[src/rtl/imm_extend_pipe.sv]
// Two-stage immediate-extension pipeline: stage A registers the raw request,
// stage B holds the extended result. Upper/low instruction pairs fuse via a hold register.
module imm_extend_pipe #(
  parameter int IN_W  = 16,
  parameter int OUT_W = 32
) (
  input  logic             clk,
  input  logic             rst,
  input  logic             in_valid,
  output logic             in_ready,
  input  logic [IN_W-1:0]  in_imm,
  input  logic [1:0]       in_mode,
  input  logic             in_hold,
  input  logic             in_merge,
  output logic             out_valid,
  input  logic             out_ready,
  output logic [OUT_W-1:0] out_data,
  output logic             hold_pending
);
  // Handshake: a transfer happens on a rising edge where valid && ready are both 1;
  // valid never waits on ready, and payload stays stable while valid && !ready.

  localparam int EXT_W = OUT_W - IN_W;

  localparam logic [1:0] MODE_ZERO   = 2'd0;
  localparam logic [1:0] MODE_SIGN   = 2'd1;
  localparam logic [1:0] MODE_UPPER  = 2'd2;
  localparam logic [1:0] MODE_BRANCH = 2'd3;

  logic             a_valid;
  logic [IN_W-1:0]  a_imm;
  logic [1:0]       a_mode;
  logic             a_hold;
  logic             a_merge;

  logic             b_valid;
  logic [OUT_W-1:0] b_data;
  logic [OUT_W-1:0] hold_reg;
  logic             hold_q;

  logic             a_is_hold;
  logic             merge_hit;
  logic             b_advance;
  logic             a_advance;
  logic [OUT_W-1:0] zext_v;
  logic [OUT_W-1:0] sext_v;
  logic [OUT_W-1:0] upper_v;
  logic [OUT_W-1:0] branch_v;
  logic [OUT_W-1:0] result;

  always_comb begin
    zext_v   = {{EXT_W{1'b0}}, a_imm};
    sext_v   = {{EXT_W{a_imm[IN_W-1]}}, a_imm};
    upper_v  = {a_imm, {EXT_W{1'b0}}};
    branch_v = {sext_v[OUT_W-3:0], 2'b00};
    case (a_mode)
      MODE_ZERO:   result = zext_v;
      MODE_SIGN:   result = sext_v;
      MODE_UPPER:  result = upper_v;
      MODE_BRANCH: result = branch_v;
      default:     result = zext_v;
    endcase
    // hold/merge flags only mean something in their own mode
    a_is_hold = a_valid && (a_mode == MODE_UPPER) && a_hold;
    merge_hit = (a_mode == MODE_ZERO) && a_merge && hold_q;
    if (merge_hit) result = hold_reg | zext_v;
  end

  // A hold entry retires into the hold register, so it never waits on stage B.
  assign b_advance = out_ready || !b_valid;
  assign a_advance = b_advance || a_is_hold;
  assign in_ready  = !a_valid || a_advance;

  always_ff @(posedge clk or posedge rst) begin
    if (rst) begin
      a_valid  <= 1'b0;
      a_imm    <= '0;
      a_mode   <= 2'd0;
      a_hold   <= 1'b0;
      a_merge  <= 1'b0;
      b_valid  <= 1'b0;
      b_data   <= '0;
      hold_reg <= '0;
      hold_q   <= 1'b0;
    end else begin
      if (in_ready) begin
        a_valid <= in_valid;
        if (in_valid) begin
          a_imm   <= in_imm;
          a_mode  <= in_mode;
          a_hold  <= in_hold;
          a_merge <= in_merge;
        end
      end
      if (b_advance) begin
        b_valid <= a_valid && !a_is_hold;
        if (a_valid && !a_is_hold) b_data <= result;
      end
      if (a_is_hold) begin
        hold_reg <= upper_v;
        hold_q   <= 1'b1;
      end else if (a_valid && b_advance && merge_hit) begin
        hold_reg <= '0;
        hold_q   <= 1'b0;
      end
    end
  end

  assign out_valid    = b_valid;
  assign out_data     = b_data;
  assign hold_pending = hold_q;

endmodule

[config.mk]
export PLATFORM = sky130hd
export DESIGN_NAME = imm_extend_pipe
export DESIGN_NICKNAME = d
export VERILOG_FILES = /design/src/rtl/imm_extend_pipe.sv
export SDC_FILE = /design/constraint.sdc
export NUM_CORES = 1
export LEC_CHECK = 0
export ABC_AREA = 0
export CORE_MARGIN = 2
export CORE_UTILIZATION = 53
export DETAILED_ROUTE_END_ITERATION = 16
export PLACE_DENSITY_LB_ADDON = 0.05
export SYNTH_ARGS = -nofsm -noshare
export SYNTH_HDL_FRONTEND = slang
export SYNTH_SLANG_ARGS = --single-unit
[constraint.sdc]
create_clock -name clk -period 3.3 [get_ports clk]
set_clock_uncertainty 0.2 [all_clocks]
set_input_delay 0.99 -clock clk [delete_from_list [all_inputs] [get_ports clk]]
set_output_delay 0.99 -clock clk [all_outputs]
set_load 0.01 [all_outputs]
==> out/qor.yml <==
placed_design:
  placed_area_sq_um: 4063
  dp_hpwl_microns: 4647
  io_buffers: 58
  dpl.cell_count: 368
  gp_congestion: 0.7513
yosys:
  synth_cells: 243
  yosysMostFrequentCell: "dfrtp_1"
  netlist_top_cells_area: "dfrtp_1, mux2_4, a22o_1"
  synth_common_cells: "dfrtp_1, mux2_4, a22o_1"
  yosys.area.top_type_share_pct: 51.25
  ys_seq_area_share_pct: 51.25
  synth_seq_cells: 71
  yosysTopAreaCell: "dfrtp_1"
  syn-mean-instance-area_sq_um: 14.27
  synth_edf_count: 0
  ys_types: 33
  syn_nets: 267
  syn_area_sq_um: 3467
  yosys_most_used_dff: "dfrtp_1"
  yosys_warnings: 0
  async_flop_share_pct: 100.0
floorplanning:
  num_rows: 29
  pin_count: 59
  die_x_microns: 84.88
  die_area_sq_um: 7205
  start_util_pct: 54.60
  die_h_microns: 84.88
  fp.coreArea_sq_um: 6350
cells_and_area:
  syn_to_final_growth_pct: 22.19
  final_area_sq_um: 4237
  nets: 326
  antenna_cells: 0
  drive_gt1_share_pct: 29.41
  fin_cells: 383
  n_fill_cell: 483
  largest_reg_flops: 32
power:
  power_frac_seq_pct: 41.2
  switching_share_pct: 30.92
  ir_drop_mv: 0.4590
  power_leakage_nw: 1.911
  power_frac_comb_pct: 39.4
  power.internal_mw: 2.370
  power_switching_mw: 1.061
  pwr-share-clk_pct: 19.4
  power_density_nw_per_um2: 809.9
worst_setup_path:
  arrival_ns: 2.01
  crit_slowest_cell: "clkdlybuf4s50_1"
  cp-end-kind: "primary output"
  worstSetupStartpointType: "input port"
  crit_start: "out_ready"
  crit_chain: "clkdlybuf4s50_1, nand2b_4, or3_1, buf_2"
  crit_type: "input port to primary output"
  rrSetupSlack_ns: 1.25
  slowest_delay_ns: 0.41
  cp.required_ns: 2.11
  r2r-start: "a_mode[0]"
  crit_fanout: 2
detailed_routing:
  drc: 0
  ant_nets: 0
  drt_wl_total_microns: 7235
  dr.pass1.iters: 4
  routed_via_density: 5.901
  wl_per_cell_microns: 18.89
  via_count: 2260
  drt_first_iter_violations: 121
sta:
  setup_viol_count_final: 0
  min_period_over_period_pct: 97.11
  hold_viol_final: 0
  max_slew_margin_pct: 55.61
  max_freq_ghz: 0.3120
  whs_ns: 0.3056
  post-route-min-period_ns: 3.205
  worst_pin_slew_ns: 0.6658
  finalSetupTns_ns: 0
  slew_violations: 0
  rsz0062_at_grt: "false"
global_routing:
  grt_pass1_wl_microns: 12010
  track_usage_pct: 21.59
  grt_start_max_net_pins: 30
  grt_pass1_vias: 2323
  antenna_found_initial: 0
  grt_overflow: 0
clocking:
  cts_root_buf: "clkbuf_8"
  path_clk_slew_ns: 0.08
  cts_buffers: 9
  clk_latency_ns: 0.35
  holdBufCountCts: 0
  cts_max_path_buffers: 2
  post_cts.repair.setup_buffers: 0
  cts.sinks: 71
  htreeDepth: 3
  cts_tree: "done"
status:
  status: "finished, final reports clean"
min_path:
  min_path_type: "flop to flop"
  min-delay-start: "hold_reg[24]"
flow_run:
  max-cap-violations: 0
==> final timing paths <==
path                                      to  depth (start not counted)
worst min register to register  hold_reg[24]                          1
worst max-delay path                in_ready                          4
worst min-delay path            hold_reg[24]                          1
min in group asynchronous        out_data[5]                          2
worst max register to register  hold_reg[29]                          5
max in group asynchronous       out_data[23]                          3
==> placed cells by master, fill, tap and decap left out, types with 3 or more instances in the layout <==
cell type        instances
dfrtp_1                 71
clkdlybuf4s50_1         57
mux2_4                  37
a22o_1                  30
inv_1                   16
a21oi_1                 14
mux2_2                  11
clkbuf_8                 9
a221oi_2                 8
buf_4                    8
a221oi_1                 6
o21ai_0                  4
inv_2                    3
==> power groups by stage <==
stage               sequential [mW]  clock [mW]  combinational (mW)
finish                         1.41       0.666                1.35
CTS                            1.42       0.675                1.36
global route                   1.46       0.710                1.45
floorplan                      1.47           0               0.775
global placement               1.42           0                1.33
detailed placement             1.43           0                1.36
==> cell families after synthesis <==
| family | Yosys count | synth area share, % |
|---|---|---|
| AND/OR/NAND/NOR | 16 | 3.898 |
| buffers and inverters | 39 | 7.326 |
| flip-flops | 71 | 51.24 |
| AO/OA/AOI/OAI | 67 | 16.96 |
| multiplexers | 50 | 20.57 |
==> worst max-delay path, delay by kind of cell <==
family                 cells  cell delay [ns]
buffers and inverters      2             0.56
AND/OR/NAND/NOR            2             0.46
==> what timing repair did <==
| action | 4_1_cts | 5_1_grt |
|---|---|---|
| gates resized for setup | 3 | 1 |
| setup endpoints to repair | 1 | 1 |
| endpoints found under the hold margin | 0 | 0 |
==> metal layers <==
layer | up-vias | GRT usage (%) | wire length (microns)
li1 | 1018 | - | -
met1 | 1159 | 30.95 | 3359
met2 | 73 | 32.57 | 3415
met3 | 10 | 4.669 | 359
met4 | 0 | 8.225 | 100
met5 | - | 0 | 0
==> through the flow <==
step	worst slack [ns]	total power [mW]	utilization, %
detailed placement	-0.2492	2.782	63.98
floorplan	0.3134	2.250	-
CTS	0.003477	3.457	66.82
global placement	-0.2165	2.748	63.98
global route	0.05127	3.620	66.72
finish	0.09530	3.431	66.72
==> cell type report <==
class,count,area (sq um),share of cell area [%]
sequential,71,1777,41.94
multi-input combinational,133,1438,33.93
timing repair buffer,68,675.6,15.95
clock buffer,11,131.4,3.101
tap,77,96.34,2.274
inverter,19,71.32,1.683
clock inverter,4,47.55,1.122
Power figures use the tool's default switching activity.
